$ cat config.mk
export PLATFORM = sky130hd
export DESIGN_NAME = id_ex_latch_flat
export DESIGN_NICKNAME = d
export VERILOG_FILES = /design/src/rtl/id_ex_latch_if.sv /design/src/rtl/id_ex_latch.sv /design/src/flat_wrapper.sv
export SDC_FILE = /design/constraint.sdc
export NUM_CORES = 1
export LEC_CHECK = 0
export CORE_AREA = 2 2 143 145
export DETAILED_ROUTE_END_ITERATION = 12
export DIE_AREA = 0 0 145 147
export HOLD_SLACK_MARGIN = 0.02
export PLACE_DENSITY = 0.86
export SYNTH_ARGS = -nofsm -noshare
export SYNTH_HDL_FRONTEND = slang
export SYNTH_SLANG_ARGS = --single-unit
$ cat constraint.sdc
create_clock -name CLK -period 2.7 [get_ports CLK]
set_input_delay 0.27 -clock CLK [delete_from_list [all_inputs] [get_ports CLK]]
set_output_delay 0.27 -clock CLK [all_outputs]
set_load 0.01 [all_outputs]
$ cat src/rtl/id_ex_latch_if.sv
// Decode-to-execute bus for the ID/EX latch: decoded operands/control in,
// registered copies plus the load-use stall and bubble counter out.
interface id_ex_latch_if;
    logic        ihit;
    logic        dmem_busy;
    logic        flush;
    logic [31:0] imemload_if_id_output;
    logic [31:0] pcplus4_if_id_output;
    logic [31:0] rdat1;
    logic [31:0] rdat2;
    logic [31:0] imm_ext;
    logic        regwrite;
    logic        memread;
    logic        memwrite;
    logic        memtoreg;
    logic        alusrc;
    logic        halt;
    logic [3:0]  aluop;
    logic [1:0]  regdst;

    logic [31:0] imemload_id_ex_output;
    logic [31:0] pcplus4_id_ex_output;
    logic [31:0] rdat1_id_ex_output;
    logic [31:0] rdat2_id_ex_output;
    logic [31:0] imm_id_ex_output;
    logic        regwrite_id_ex_output;
    logic        memread_id_ex_output;
    logic        memwrite_id_ex_output;
    logic        memtoreg_id_ex_output;
    logic        alusrc_id_ex_output;
    logic        halt_id_ex_output;
    logic [3:0]  aluop_id_ex_output;
    logic [4:0]  dest_id_ex_output;
    logic        stall;
    logic [15:0] bubble_count;

    modport master (
        output ihit, dmem_busy, flush, imemload_if_id_output, pcplus4_if_id_output,
               rdat1, rdat2, imm_ext, regwrite, memread, memwrite, memtoreg,
               alusrc, halt, aluop, regdst,
        input  imemload_id_ex_output, pcplus4_id_ex_output, rdat1_id_ex_output,
               rdat2_id_ex_output, imm_id_ex_output, regwrite_id_ex_output,
               memread_id_ex_output, memwrite_id_ex_output, memtoreg_id_ex_output,
               alusrc_id_ex_output, halt_id_ex_output, aluop_id_ex_output,
               dest_id_ex_output, stall, bubble_count
    );

    modport slave (
        input  ihit, dmem_busy, flush, imemload_if_id_output, pcplus4_if_id_output,
               rdat1, rdat2, imm_ext, regwrite, memread, memwrite, memtoreg,
               alusrc, halt, aluop, regdst,
        output imemload_id_ex_output, pcplus4_id_ex_output, rdat1_id_ex_output,
               rdat2_id_ex_output, imm_id_ex_output, regwrite_id_ex_output,
               memread_id_ex_output, memwrite_id_ex_output, memtoreg_id_ex_output,
               alusrc_id_ex_output, halt_id_ex_output, aluop_id_ex_output,
               dest_id_ex_output, stall, bubble_count
    );
endinterface

$ cat src/rtl/id_ex_latch.sv
// ID/EX pipeline register with load-use hazard detection and bubble counter.
// Latency: 1 cycle decode->execute; stall is combinational from ID/EX state.
// Backpressure: holds everything while ~ihit or dmem_busy; flush/hazard load a bubble.
module id_ex_latch (
    input  logic         CLK,
    input  logic         nRST,
    id_ex_latch_if.slave bus
);
    typedef struct packed {
        logic [31:0] instr;
        logic [31:0] pcplus4;
        logic [31:0] rdat1;
        logic [31:0] rdat2;
        logic [31:0] imm;
        logic        regwrite;
        logic        memread;
        logic        memwrite;
        logic        memtoreg;
        logic        alusrc;
        logic        halt;
        logic [3:0]  aluop;
        logic [4:0]  dest;
    } idex_t;

    idex_t       idex_q;
    idex_t       idex_d;
    logic [15:0] bubble_cnt_q;
    logic        advance;
    logic        hazard;
    logic [4:0]  dest_nxt;

    assign advance = bus.ihit & ~bus.dmem_busy;

    always_comb begin
        dest_nxt = bus.imemload_if_id_output[20:16];
        case (bus.regdst)
            2'b01:   dest_nxt = bus.imemload_if_id_output[15:11];
            2'b10:   dest_nxt = 5'd31;
            default: dest_nxt = bus.imemload_if_id_output[20:16];
        endcase
    end

    // A load to $0 never produces a value, so it can never create a hazard.
    assign hazard = idex_q.memread & idex_q.regwrite & (idex_q.dest != 5'd0) &
                    ((idex_q.dest == bus.imemload_if_id_output[25:21]) |
                     (idex_q.dest == bus.imemload_if_id_output[20:16]));

    assign bus.stall = hazard & ~bus.flush;

    always_comb begin
        idex_d          = '0;
        idex_d.instr    = bus.imemload_if_id_output;
        idex_d.pcplus4  = bus.pcplus4_if_id_output;
        idex_d.rdat1    = bus.rdat1;
        idex_d.rdat2    = bus.rdat2;
        idex_d.imm      = bus.imm_ext;
        idex_d.regwrite = bus.regwrite;
        idex_d.memread  = bus.memread;
        idex_d.memwrite = bus.memwrite;
        idex_d.memtoreg = bus.memtoreg;
        idex_d.alusrc   = bus.alusrc;
        idex_d.halt     = bus.halt;
        idex_d.aluop    = bus.aluop;
        idex_d.dest     = dest_nxt;
    end

    always_ff @(posedge CLK or negedge nRST) begin
        if (!nRST) begin
            idex_q       <= '0;
            bubble_cnt_q <= '0;
        end else if (advance) begin
            if (bus.flush) begin
                idex_q <= '0;
            end else if (hazard) begin
                idex_q <= '0;
                if (bubble_cnt_q != 16'hFFFF)
                    bubble_cnt_q <= bubble_cnt_q + 16'd1;
            end else begin
                idex_q <= idex_d;
            end
        end
    end

    assign bus.imemload_id_ex_output = idex_q.instr;
    assign bus.pcplus4_id_ex_output  = idex_q.pcplus4;
    assign bus.rdat1_id_ex_output    = idex_q.rdat1;
    assign bus.rdat2_id_ex_output    = idex_q.rdat2;
    assign bus.imm_id_ex_output      = idex_q.imm;
    assign bus.regwrite_id_ex_output = idex_q.regwrite;
    assign bus.memread_id_ex_output  = idex_q.memread;
    assign bus.memwrite_id_ex_output = idex_q.memwrite;
    assign bus.memtoreg_id_ex_output = idex_q.memtoreg;
    assign bus.alusrc_id_ex_output   = idex_q.alusrc;
    assign bus.halt_id_ex_output     = idex_q.halt;
    assign bus.aluop_id_ex_output    = idex_q.aluop;
    assign bus.dest_id_ex_output     = idex_q.dest;
    assign bus.bubble_count          = bubble_cnt_q;
endmodule

$ cat src/flat_wrapper.sv
// flat-port wrapper written by rule: the top's interface ports become plain ports
module id_ex_latch_flat 
  (CLK, nRST, bus_ihit, bus_dmem_busy, bus_flush, bus_imemload_if_id_output, bus_pcplus4_if_id_output, bus_rdat1, bus_rdat2, bus_imm_ext, bus_regwrite, bus_memread, bus_memwrite, bus_memtoreg, bus_alusrc, bus_halt, bus_aluop, bus_regdst, bus_imemload_id_ex_output, bus_pcplus4_id_ex_output, bus_rdat1_id_ex_output, bus_rdat2_id_ex_output, bus_imm_id_ex_output, bus_regwrite_id_ex_output, bus_memread_id_ex_output, bus_memwrite_id_ex_output, bus_memtoreg_id_ex_output, bus_alusrc_id_ex_output, bus_halt_id_ex_output, bus_aluop_id_ex_output, bus_dest_id_ex_output, bus_stall, bus_bubble_count);
  id_ex_latch_if bus_i ();
  input  logic CLK;
  input  logic nRST;
  input wire logic [$bits(bus_i.ihit)-1:0] bus_ihit;
  input wire logic [$bits(bus_i.dmem_busy)-1:0] bus_dmem_busy;
  input wire logic [$bits(bus_i.flush)-1:0] bus_flush;
  input wire logic [$bits(bus_i.imemload_if_id_output)-1:0] bus_imemload_if_id_output;
  input wire logic [$bits(bus_i.pcplus4_if_id_output)-1:0] bus_pcplus4_if_id_output;
  input wire logic [$bits(bus_i.rdat1)-1:0] bus_rdat1;
  input wire logic [$bits(bus_i.rdat2)-1:0] bus_rdat2;
  input wire logic [$bits(bus_i.imm_ext)-1:0] bus_imm_ext;
  input wire logic [$bits(bus_i.regwrite)-1:0] bus_regwrite;
  input wire logic [$bits(bus_i.memread)-1:0] bus_memread;
  input wire logic [$bits(bus_i.memwrite)-1:0] bus_memwrite;
  input wire logic [$bits(bus_i.memtoreg)-1:0] bus_memtoreg;
  input wire logic [$bits(bus_i.alusrc)-1:0] bus_alusrc;
  input wire logic [$bits(bus_i.halt)-1:0] bus_halt;
  input wire logic [$bits(bus_i.aluop)-1:0] bus_aluop;
  input wire logic [$bits(bus_i.regdst)-1:0] bus_regdst;
  output wire logic [$bits(bus_i.imemload_id_ex_output)-1:0] bus_imemload_id_ex_output;
  output wire logic [$bits(bus_i.pcplus4_id_ex_output)-1:0] bus_pcplus4_id_ex_output;
  output wire logic [$bits(bus_i.rdat1_id_ex_output)-1:0] bus_rdat1_id_ex_output;
  output wire logic [$bits(bus_i.rdat2_id_ex_output)-1:0] bus_rdat2_id_ex_output;
  output wire logic [$bits(bus_i.imm_id_ex_output)-1:0] bus_imm_id_ex_output;
  output wire logic [$bits(bus_i.regwrite_id_ex_output)-1:0] bus_regwrite_id_ex_output;
  output wire logic [$bits(bus_i.memread_id_ex_output)-1:0] bus_memread_id_ex_output;
  output wire logic [$bits(bus_i.memwrite_id_ex_output)-1:0] bus_memwrite_id_ex_output;
  output wire logic [$bits(bus_i.memtoreg_id_ex_output)-1:0] bus_memtoreg_id_ex_output;
  output wire logic [$bits(bus_i.alusrc_id_ex_output)-1:0] bus_alusrc_id_ex_output;
  output wire logic [$bits(bus_i.halt_id_ex_output)-1:0] bus_halt_id_ex_output;
  output wire logic [$bits(bus_i.aluop_id_ex_output)-1:0] bus_aluop_id_ex_output;
  output wire logic [$bits(bus_i.dest_id_ex_output)-1:0] bus_dest_id_ex_output;
  output wire logic [$bits(bus_i.stall)-1:0] bus_stall;
  output wire logic [$bits(bus_i.bubble_count)-1:0] bus_bubble_count;
  assign bus_i.ihit = bus_ihit;
  assign bus_i.dmem_busy = bus_dmem_busy;
  assign bus_i.flush = bus_flush;
  assign bus_i.imemload_if_id_output = bus_imemload_if_id_output;
  assign bus_i.pcplus4_if_id_output = bus_pcplus4_if_id_output;
  assign bus_i.rdat1 = bus_rdat1;
  assign bus_i.rdat2 = bus_rdat2;
  assign bus_i.imm_ext = bus_imm_ext;
  assign bus_i.regwrite = bus_regwrite;
  assign bus_i.memread = bus_memread;
  assign bus_i.memwrite = bus_memwrite;
  assign bus_i.memtoreg = bus_memtoreg;
  assign bus_i.alusrc = bus_alusrc;
  assign bus_i.halt = bus_halt;
  assign bus_i.aluop = bus_aluop;
  assign bus_i.regdst = bus_regdst;
  assign bus_imemload_id_ex_output = bus_i.imemload_id_ex_output;
  assign bus_pcplus4_id_ex_output = bus_i.pcplus4_id_ex_output;
  assign bus_rdat1_id_ex_output = bus_i.rdat1_id_ex_output;
  assign bus_rdat2_id_ex_output = bus_i.rdat2_id_ex_output;
  assign bus_imm_id_ex_output = bus_i.imm_id_ex_output;
  assign bus_regwrite_id_ex_output = bus_i.regwrite_id_ex_output;
  assign bus_memread_id_ex_output = bus_i.memread_id_ex_output;
  assign bus_memwrite_id_ex_output = bus_i.memwrite_id_ex_output;
  assign bus_memtoreg_id_ex_output = bus_i.memtoreg_id_ex_output;
  assign bus_alusrc_id_ex_output = bus_i.alusrc_id_ex_output;
  assign bus_halt_id_ex_output = bus_i.halt_id_ex_output;
  assign bus_aluop_id_ex_output = bus_i.aluop_id_ex_output;
  assign bus_dest_id_ex_output = bus_i.dest_id_ex_output;
  assign bus_stall = bus_i.stall;
  assign bus_bubble_count = bus_i.bubble_count;
  id_ex_latch u_core (.CLK(CLK), .nRST(nRST), .bus(bus_i));
endmodule
# Word level (Yosys, flattened, before mapping)
# Cells that the tools add are included.
[totals] out_inout_bits=192 regBits=191 input_bits=177
[classes] bitwise_logic=8 muxes=3 n_addsub=1 eq_ne=5 n_reduce_logical=2
[op_table] op="$mux 175" n=2
[op_table] op="$add 16x1->16 const B" n=1
[op_table] op="$ne 16x16->1 const B" n=1
[op_table] op="$eq 5x5->1" n=2
[op_table] op="$pmux 5 s2" n=1
[op_table] op="$and 1x1->1" n=5
[op_table] op="$reduce_bool 5->1" n=1
[op_table] op="$reduce_and 4->1" n=1
[op_table] op="$eq 2x1->1 const B" n=1
[op_table] op="$eq 2x2->1 const B" n=1
[op_table] op="$not 1->1" n=2
[op_table] op="$or 1x1->1" n=1

# Logic depth before layout (Yosys ltp)
# Gate-level depths: netlist (run 1).
[logic_depth] depth_word=5 ltp_mapped=8 ltp_nobuf=6

# Worst setup path before layout (run 1)
# Ideal clock, no wire load.
[synth_path] kind="register to register" from="reg u_core.idex_q (netlist bit u_core.bus.dest_id_ex_output[0])" to="reg u_core.bubble_cnt_q[1], in the netlist u_core.bus.bubble_count[1]" arrival_ns=1.815 required_ns=2.572 stages_incl_launch_ff=6 setup_slack_ns=0.757 n_path_buf=0 setup_ns=0.128 cell_sequence="dfrtp_1 > or4_1 > o211ai_2 > nor2_1 > nand2_1 > mux2_1"
[synth_via] elab_chain_len=4 elab_cells_between_ends=7 cone_classes="eq/ne (2); bitwise (3); reduce/logical (2)"
[synth_lines] element="start, declared" line="id_ex_latch.sv:25" rtl="idex_t idex_q;"
[synth_lines] element="start signal, assigned" line="id_ex_latch.sv:79" rtl="idex_q <= idex_d;"
[synth_lines] element="$eq 5x5->1 (tied with other cells)" line="id_ex_latch.sv:45" rtl="((idex_q.dest == bus.imemload_if_id_output[25:21]) |"
[synth_lines] element="$or 1x1->1 or $and 1x1->1 (tied branches)" line="id_ex_latch.sv:45, id_ex_latch.sv:44"
[synth_lines] element="$and 1x1->1 (*)" line="id_ex_latch.sv:44" rtl="assign hazard = idex_q.memread & idex_q.regwrite & (idex_q.dest != 5'd0) &"
[synth_lines] element="$reduce_and 4->1 (no source line) (*)"
[synth_lines] element="end signal, assigned" line="id_ex_latch.sv:77" rtl="bubble_cnt_q <= bubble_cnt_q + 16'd1;"
[synth_lines] element="end, declared" line="id_ex_latch.sv:27" rtl="logic [15:0] bubble_cnt_q;"
# Mark *: on every way between the ends. The rest lies on a longest branch, timed or not.
# A chain may end at the register's enable or synchronous reset.

# Worst setup path after layout (run 1)
[layout_path] from="reg u_core.idex_q (netlist bit u_core.bus.dest_id_ex_output[0])" to="out bus_stall"
[layout_via] elab_chain_len=4 elab_cells_between_ends=7 cone_classes="eq/ne (2); bitwise (4); reduce/logical (1)"
[layout_lines] element="$eq 5x5->1 (tied with other cells)" line="id_ex_latch.sv:45"
[layout_lines] element="$or 1x1->1 or $and 1x1->1 (tied branches)" line="id_ex_latch.sv:45, id_ex_latch.sv:44"
[layout_lines] element="$and 1x1->1 (*)" line="id_ex_latch.sv:44"
[layout_lines] element="$and 1x1->1 (*)" line="id_ex_latch.sv:48" rtl="assign bus.stall = hazard & ~bus.flush;"
[layout_lines] element="end, declared" line="flat_wrapper.sv:36" rtl="output wire logic [$bits(bus_i.stall)-1:0] bus_stall;"
# Marked as above.

==> impl_metrics.yaml, run 1 <==
outcome:
  status: "complete, no violations"
placement:
  dp_slack_ns: 0.101
  postPlaceCellArea_mm2: 0.0115
  post-dp-hpwl_mm: 17.1
  portBuffers: 368
  place_congestion: 0.800
  place_inst: 1116
critical_path:
  crit_path_end_kind: "primary output"
  arrival_ns: 2.26
  crit_path_start_kind: "flip-flop"
  crit_slowest_cell: "or4_4"
  path_class: "flip-flop to primary output"
  critPathMaxFanout: 5
  required_ns: 2.43
  max_stage_delay_ns: 0.60
  worstPathCellList: "or4_4, o211ai_4, nor2_1, clkdlybuf4s50_1"
clock_network:
  cts_buffers: 17
  cts_max_level: 4
  cts_root_buffer: "clkbuf_16"
  path_clk_slew_ns: 0.07
  cts_tree: "done"
  cts_buffer_depth: 2
  clkLatencyLatePin_ns: 0.43
  cts_sinks: 191
sta:
  max_clock_freq_mhz: 395
  finalClockSkew_ns: 0.0151
  post-route-period-util_pct: 93.7
  period_minus_slack_ns: 2.53
  worst_pin_slew_ns: 0.565
  grt_setup_unrepaired: "no"
  setup_slack_ns: 0.169
  finalSetupTns_ns: 0
  hold_viol_final: 0
  slew_headroom_pct: 62.3
  slew_viol_final: 0
  setup-violations-final: 0
final_layout:
  finalNonFillerCells: 1150
  syn2layout_area_growth_pct: 61.2
  postLayoutCoreUtil_pct: 60.8
  finalNetCount: 1047
  multi_input_area_mm2: 0.00242
  diodes: 0
  drive_above_1_share_pct: 6.82
  stdcell_area_mm2: 0.0121
  fill_cells: 1541
  regArea_mm2: 0.00478
route:
  avgRoutedWirePerCell_um: 20.7
  drc_errors: 0
  via_per_inst: 5.58
  postRouteAntennaNets: 0
  dr.pass1.iters: 5
  vias: 6412
  drt_iter0_drc: 341
  wl_mm: 23.8
run:
  drv_cap: 0
floorplan:
  initial_core_util_pct: 37.7
  dieArea_mm2: 0.0213
  die_x_um: 145
  die_y_um: 147
  io_pins: 369
  rows: 52
  core_mm2: 0.0198
global_route:
  grt_max_degree: 77
  grt-ovfl-total: 0
  track_usage_pct: 22.3
  grt_pass1_wl_mm: 37.6
  grt_pass1_vias: 6777
  grt_antenna_before_repair: 0
power:
  peakVddDrop_mv: 0.395
  combPwrFrac_pct: 20.8
  seqPwrFrac_pct: 45.3
  p_switching_uw: 1950
  clockPowerShare_pct: 33.9
  total_leakage_power_uw: 0.00490
  power_density_mw_per_mm2: 604
  power.internal_uw: 5340
  switching_share_pct: 26.8
yosys:
  ys_seq_area_share_pct: 63.9
  syn-num-nets: 700
  syn_inst: 520
  synth_area_mm2: 0.00748
  syn_avg_cell_area_um2: 14.4
  synth_cell_types: 32
  ys_warn_count: 0
  synth_seq_cells: 191
hold_path:
  hp-class: "input pin to async pin"
-- final timing paths --
kind	from	endpoint	slack, ns	cells past startpoint
setup / recovery	u_core.bus.dest_id_ex_output[0]$_DFFE_PN0P_	bus_stall	0.17	4
hold / removal	nRST	u_core.bus.rdat1_id_ex_output[30]$_DFFE_PN0P_	0.38	2
hold reg to reg	u_core.bus.imm_id_ex_output[22]$_DFFE_PN0P_	u_core.bus.imm_id_ex_output[22]$_DFFE_PN0P_	0.49	1
min in group CLK	bus_rdat2[21]	u_core.bus.rdat2_id_ex_output[21]$_DFFE_PN0P_	0.47	2
setup reg to reg	u_core.bus.dest_id_ex_output[0]$_DFFE_PN0P_	u_core.bus.imm_id_ex_output[0]$_DFFE_PN0P_	0.40	6
max in group asynchronous	nRST	u_core.bus.pcplus4_id_ex_output[26]$_DFFE_PN0P_	1.49	3
-- placed cells by master (no fill, tap or decap), types with 2 or more instances in the layout --
| cell | count |
|---|---|
| nand4_1 | 11 |
| clkbuf_8 | 2 |
| nor2_1 | 3 |
| nand2_1 | 11 |
| nand3_1 | 6 |
| a21oi_1 | 6 |
| a32o_1 | 175 |
| and4_1 | 2 |
| buf_12 | 7 |
| o21ai_0 | 6 |
| buf_4 | 12 |
| inv_1 | 3 |
| and2_1 | 2 |
| xnor2_1 | 23 |
| inv_6 | 2 |
| clkinv_4 | 5 |
| dfrtp_1 | 191 |
| clkbuf_16 | 17 |
| ha_1 | 3 |
| inv_8 | 3 |
| and3_1 | 3 |
| clkdlybuf4s50_1 | 367 |
-- registers in the layout, indices dropped and copies added (netlist names), 4 cells and up --
signal / flops
u_core.bus.imm_id_ex_output: 32
u_core.bus.imemload_id_ex_output: 32
u_core.bus.pcplus4_id_ex_output: 32
u_core.bus.rdat1_id_ex_output: 32
u_core.bus.aluop_id_ex_output: 4
u_core.bus.bubble_count: 16
u_core.bus.rdat2_id_ex_output: 32
u_core.bus.dest_id_ex_output: 5
-- power groups by stage --
stage	sequential [uW]	clock, uW	combinational, uW
4_1_cts	3300	2530	1530
2_1_floorplan	3470	0	372
5_1_grt	3340	2640	1600
3_5_place_dp	3360	0	1520
3_3_place_gp	3340	0	1490
6_report	3300	2470	1510
-- final cells by class --
cell class	instances	share of cell area, %
timing repair buffer	388	32.6
tap	270	2.80
inverter	3	0.0934
sequential	191	39.6
clock inverter	13	1.03
clock buffer	19	3.76
multi-input combinational	266	20.1
-- cells in the mapped netlist --
cell type,count,area share [%]
dfrtp_1,191,64
a32o_1,175,23
clkbuf_1,39,2.0
xnor2_1,23,2.7
buf_4,16,1.6
nand2_1,11,0.55
nand4_1,11,0.92
a21oi_1,6,0.40
nand3_1,6,0.40
o21ai_0,6,0.40
buf_2,4,0.27
and3_1,3,0.25
ha_1,3,0.50
inv_1,3,0.15
nor2_1,3,0.15
and2_1,2,0.17
and4_1,2,0.23
o211ai_2,2,0.33
a31oi_1,1,0.084
buf_1,1,0.050
mux2_1,1,0.15
mux2_2,1,0.15
nand2b_1,1,0.084
nand4b_1,1,0.12
nor2b_1,1,0.084
nor3_2,1,0.13
nor3b_1,1,0.10
nor3b_2,1,0.17
nor4_1,1,0.084
nor4b_1,1,0.12
o22ai_4,1,0.27
or4_1,1,0.10
-- layer usage --
metal  vias to the layer above  GRT usage (%)  part of all wire [%]  wire, um
met5                         -              0                     0         0
met4                         0           8.56                   2.9       682
met3                        44           7.05                   8.5      2020
met2                       297           37.7                    51     12100
met1                      3248           26.7                    38      8990
li1                       2823              -                     -         -
-- critical path, delay by kind of cell (launching register included) --
kind | cells | cell delay (ns)
simple gates | 2 | 0.66
buf+inv | 1 | 0.48
flops | 1 | 0.45
compound gates | 1 | 0.25
-- cell families after synthesis --
group	share of synthesized area (%)
and+or+nand+nor	3.66
muxes	0.301
buffers and inverters	4.03
xor gates and xnor gates	2.69
DFF	63.9
AOI/OAI and AO/OA	24.9
adders and majority gates	0.502
-- timing repair --
item                                    4_1_cts  5_1_grt
endpoints found under the setup margin        0        1
gates resized for setup                       0        1
hold endpoints to repair                     54        0
buffers inserted                              0        1
hold buffers                                  1        0
-- metrics by stage --
step | hold WS [ns] | power (uW)
floorplan | -0.0256 | 3840
detailed placement | 0.277 | 4880
finish | 0.384 | 7290
global placement | 0.271 | 4830
global route | 0.416 | 7580
CTS | 0.397 | 7360
No activity file was read; power rests on OpenSTA's default activity.
==> run 2: changes to the inputs <==
- CTS_CLUSTER_SIZE: unset -> 24
==> results of run 2 <==
No change in the layout: final DEF, timing and power equal those of run 1.
==> run 3: changes to the inputs <==
- CORE_AREA: 2 2 143 145 -> unset
- CORE_ASPECT_RATIO: unset -> 0.7
- CORE_UTILIZATION: unset -> 41
- DIE_AREA: 0 0 145 147 -> unset
- PLACE_DENSITY: 0.86 -> 0.91
==> run 3 against run 2 <==
Effect of this change: sequential power is essentially flat; clock power shrank 3%; setup slack lost 0.080 ns; clock-buffer cell count is the same; routed wire length shrank 2.7%; cell area shrank 1.2%; total power shrank 1.1%; critical path type unchanged; largest power group unchanged.
==> impl_metrics.yaml, run 3 (same netlist as run 1, synthesis figures left out) <==
power:
  total_leakage_power_uw: 0.00484
  power_density_mw_per_mm2: 605
  peakVddDrop_mv: 0.426
  finalPower_uw: 7210
clock_network:
  cts_setup_buffers: 0
  cts_tree: "done"
  cts_resized: 0
  cts_max_level: 4
  cts_sinks: 191
  clkLatencyLatePin_ns: 0.43
  postCtsHoldBufs: 1
  cts_root_buffer: "clkbuf_16"
  cts_buffer_depth: 2
  cts_buffers: 17
  path_clk_slew_ns: 0.07
route:
  vias: 6397
  postRouteAntennaNets: 0
  avgRoutedWirePerCell_um: 21.0
  drc_errors: 0
  dr.pass1.iters: 5
  via_per_inst: 5.80
  wl_mm: 23.1
  drt_iter0_drc: 638
critical_path:
  max_stage_delay_ns: 0.66
  crit_path_end_kind: "primary output"
  crit_slowest_cell: "or4_1"
  worstPathCellList: "or4_1, o211ai_4, nor2_1, clkdlybuf4s50_1"
  path_class: "flip-flop to primary output"
  reg2reg_slack_ns: 0.24
  critPathMaxFanout: 5
  required_ns: 2.43
  crit_path_start_kind: "flip-flop"
  arrival_ns: 2.34
floorplan:
  dieArea_mm2: 0.0188
  core_mm2: 0.0175
  initial_core_util_pct: 42.7
  die_y_um: 115
  die_x_um: 163
  io_pins: 369
  rows: 40
sta:
  post-route-period-util_pct: 96.7
  hold_viol_final: 0
  finalSetupTns_ns: 0
  setup-violations-final: 0
  slew_headroom_pct: 37.0
  whs_ns: 0.465
  worst_pin_slew_ns: 0.945
  max_clock_freq_mhz: 383
  slew_viol_final: 0
  grt_setup_unrepaired: "no"
  finalClockSkew_ns: 0.0129
  period_minus_slack_ns: 2.61
final_layout:
  finalNonFillerCells: 1103
  layout_common_cells: "clkdlybuf4s50_1 (367), dfrtp_1 (191), a32o_1 (175)"
  diodes: 0
  drive_above_1_share_pct: 5.62
  finalNetCount: 1039
  final_common_cell: "clkdlybuf4s50_1"
  fill_cells: 1253
  syn2layout_area_growth_pct: 59.2
outcome:
  status: "complete, no violations"
placement:
  place_inst: 1070
  place_congestion: 0.850
  portBuffers: 368
  post-dp-hpwl_mm: 16.0
global_route:
  grt_antenna_before_repair: 0
  track_usage_pct: 24.4
  grt_pass1_vias: 6322
  grt-ovfl-total: 0
  grt_pass1_wl_mm: 35.4
  grt_max_degree: 176
hold_path:
  hp-class: "input pin to async pin"
run:
  drv_cap: 0
-- run 3: worst paths after layout --
check,start,endpoint,cells past startpoint
min in group CLK,bus_rdat1[23],u_core.bus.rdat1_id_ex_output[23]$_DFFE_PN0P_,2
max in group asynchronous,nRST,u_core.bus.aluop_id_ex_output[1]$_DFFE_PN0P_,3
hold / removal,nRST,u_core.bus.pcplus4_id_ex_output[8]$_DFFE_PN0P_,2
hold reg to reg,u_core.bus.rdat2_id_ex_output[9]$_DFFE_PN0P_,u_core.bus.rdat2_id_ex_output[9]$_DFFE_PN0P_,1
setup reg to reg,u_core.bus.dest_id_ex_output[0]$_DFFE_PN0P_,u_core.bus.pcplus4_id_ex_output[3]$_DFFE_PN0P_,4
setup / recovery,u_core.bus.dest_id_ex_output[0]$_DFFE_PN0P_,bus_stall,4
-- run 3: layout make-up --
cell class / instances / area, um2 / area share, %
Clock buffer: 19 / 433 / 3.63
Sequential cell: 191 / 4780 / 40.1
Timing Repair Buffer: 380 / 3850 / 32.4
Multi-Input combinational cell: 266 / 2420 / 20.3
Inverter: 3 / 11.3 / 0.0945
Tap cell: 231 / 289 / 2.43
Clock inverter: 13 / 121 / 1.02
-- run 3: metrics by stage --
stage / instance area [um2] / utilization (%) / setup WS, ns
4_1_cts: 11900 / 68.0 / 0.0560
5_1_grt: 11900 / 68.0 / 0.00729
3_5_place_dp: 11300 / 64.8 / 0.264
6_report: 11900 / 68.0 / 0.0890
3_3_place_gp: 11300 / 64.8 / 0.315
2_1_floorplan: 7480 / - / 0.757
-- run 3: report_power, final --
part	switching, uW	internal, uW	total (uW)
clock network	1180	1220	2400
registers	170	3130	3300
logic	576	930	1510
-- run 3: worst max-delay path: cells and delay by family, from the launching register on --
family                 cells  cell delay (ns)
and+or+nand+nor            2             0.72
buffers and inverters      1             0.51
DFF                        1             0.45
AOI/OAI and AO/OA          1             0.25
-- run 3: routing by layer --
metal	routed length, um	GRT usage (%)	part of all wire, %
met5	0	0	0
met4	474	7.73	2.0
met3	1980	6.96	8.6
met2	11800	40.5	51
met1	8890	31.1	38
==> RTL change (flow settings as in run 1) <==
Make the reset (`nRST`) synchronous in one clocked block.
--- a/src/rtl/id_ex_latch.sv
+++ b/src/rtl/id_ex_latch.sv
@@ -64,7 +64,7 @@
         idex_d.dest     = dest_nxt;
     end
 
-    always_ff @(posedge CLK or negedge nRST) begin
+    always_ff @(posedge CLK) begin
         if (!nRST) begin
             idex_q       <= '0;
             bubble_cnt_q <= '0;
Function: differs if nRST is asserted again (counterexample within 4 cycles, from zero or initial values and one cycle with nRST low); with nRST held inactive, the same outputs for 4 cycles.
==> RTL change against run 1 <==
Utilization down 5.6 points; critical path depth up 1; sequential share of layout area down 4.7 points; routed wire length down 12%; final area down 9.3%; setup slack worse by 5.0 ps; maximum frequency down 0.20%; sequential cell count unchanged; synthesized cell count up 2.7%; synthesized area down 13%; critical path type unchanged.
Power is not compared: it rests on default switching activity, and its combinational part moved more than twofold at a synthesized area within 25%.
==> RTL change: results (changes against run 1) <==
timing:
  worst_pin_slew_ps: 887  # +322 ps
  setup_viol: 0  # unchanged
  skew_ps: 12.8  # -2.26 ps
synth:
  synthTopCellsByArea: "dfxtp_1, a22o_1, buf_6, xor2_1, a21oi_1"
  synthFlopType: "dfxtp_1"
  synth_cell_types: 41  # +28%
  synthTopCellsByCount: "dfxtp_1, a22o_1, clkbuf_1"
  synth_fp_nets: 714  # +2.0%
  netlist.top_cell.by_area: "dfxtp_1"
  yosysWarnings: 0  # unchanged
  async_reset_ff_frac: 0  # -1.00
  ys_seq_area_frac: 0.587  # -0.0517
place:
  dpl-instance-area_sq_um: 10300  # -9.9%
  io_buffers: 368  # unchanged
  place_congestion: 0.843  # +5.4%
  dp_worst_setup_slack_ps: 148  # +47.4 ps
  dpl.hpwl_microns: 15200  # -11%
route:
  drtIter0Drc: 271  # -21%
  viasPerCell: 5.01  # -10%
  dr_wl_met3_microns: 1680  # -17%
  wl_met1_microns: 8390  # -6.7%
  routed_wl_microns: 20900  # -12%
  wl_met2_microns: 10300  # -15%
  drtPass1Iterations: 4  # -1
  top_layer_used: "met4"
  route.detailed.drc: 0  # unchanged
final_layout:
  final_layout_size_suffix_gt1_frac: 0.0635  # -0.00464
  diodes: 0  # unchanged
  nFillCells: 1656  # +7.5%
  nNetsFinal: 1064  # +1.6%
pwr:
  ir_worst_vdd_mv: 0.450
  p_sw_frac: 0.244
  total_leakage_power_uw: 0.00409
worst_setup_path:
  path_max_fanout: 5  # unchanged
  worst_ep_arrival_time_ps: 2270
global_routing:
  grt_pass1_vias: 5918  # -13%
  grt_pass1_wl_microns: 32300  # -14%
  grt_antenna_before_repair: 0  # unchanged
  grt_util_all_layers: 0.187  # -0.0355
  grt_max_degree: 176  # +130%
clocking:
  root_buffer: "clkbuf_16"
  clk_latency_ps: 420
  clockBufferDepth: 2  # unchanged
  clkTransAtPathRegs_ps: 80
  numCtsBuffers: 17  # unchanged
  htreeDepth: 4  # unchanged
status:
  status: "finished clean"
hold_path:
  min_path_type: "input port to register"
-- RTL change: power groups by stage --
stage	combinational, uW	sequential [uW]	clock, uW
2_1_floorplan	187	3040	0
3_3_place_gp	686	3010	0
3_5_place_dp	700	3010	0
4_1_cts	702	2940	2590
5_1_grt	744	2950	2700
6_report	701	2950	2520
-- RTL change: logic make-up after synthesis --
logic type,count (synthesis),synth area share
AO/OA/AOI/OAI,218,0.281
XOR/XNOR,10,0.0135
adder cells (fa/ha/maj),3,0.00577
buffers and inverters,50,0.0571
flip-flops,191,0.587
multiplexers,2,0.00308
AND/OR/NAND/NOR,60,0.0525
-- RTL change: metrics by stage --
stage                     instances  hold WS, ps
final                          1167          446
after global routing           1167          428
after CTS                      1167          420
after detailed placement       1135          454
after global placement         1135          455
after floorplan                 534          403
-- RTL change: worst paths after layout --
check                                          from                                 to  slack (ps)  cells after the start
hold / removal                         bus_rdat1[1]   u_core.bus.rdat1_id_ex_output[1]         450                      2
setup / recovery    u_core.bus.dest_id_ex_output[1]                          bus_stall         160                      5
setup reg to reg    u_core.bus.dest_id_ex_output[1]     u_core.bus.imm_id_ex_output[7]         360                      5
hold reg to reg   u_core.bus.rdat2_id_ex_output[29]  u_core.bus.rdat2_id_ex_output[29]         470                      1
-- RTL change: repair_timing --
action / CTS / global route
buffers inserted: 0 / 0
endpoints found under the setup margin: 0 / 1
resized for setup: 0 / 6
-- RTL change: routing by layer --
metal  vias up  global-route usage
met5         -                   0
met4         0              0.0678
li1       2770                   -
met1      2780               0.220
met3        38              0.0637
met2       263               0.319
-- RTL change: layout make-up --
type	count	area (sq um)	share of cell area
sequential	191	3830	0.350
clock buffer	17	425	0.0389
inverter	4	15.0	0.00137
tap	270	338	0.0309
multi-input combinational	293	2350	0.215
timing repair buffer	377	3810	0.349
clock inverter	15	170	0.0156
-- RTL change: worst max-delay path, stage by stage (launching register included) --
cell             delay, ps
dfxtp_1                380
or4_1                  540
o211ai_2               220
or2_2                  180
nor2_1                  40
clkdlybuf4s50_1        490
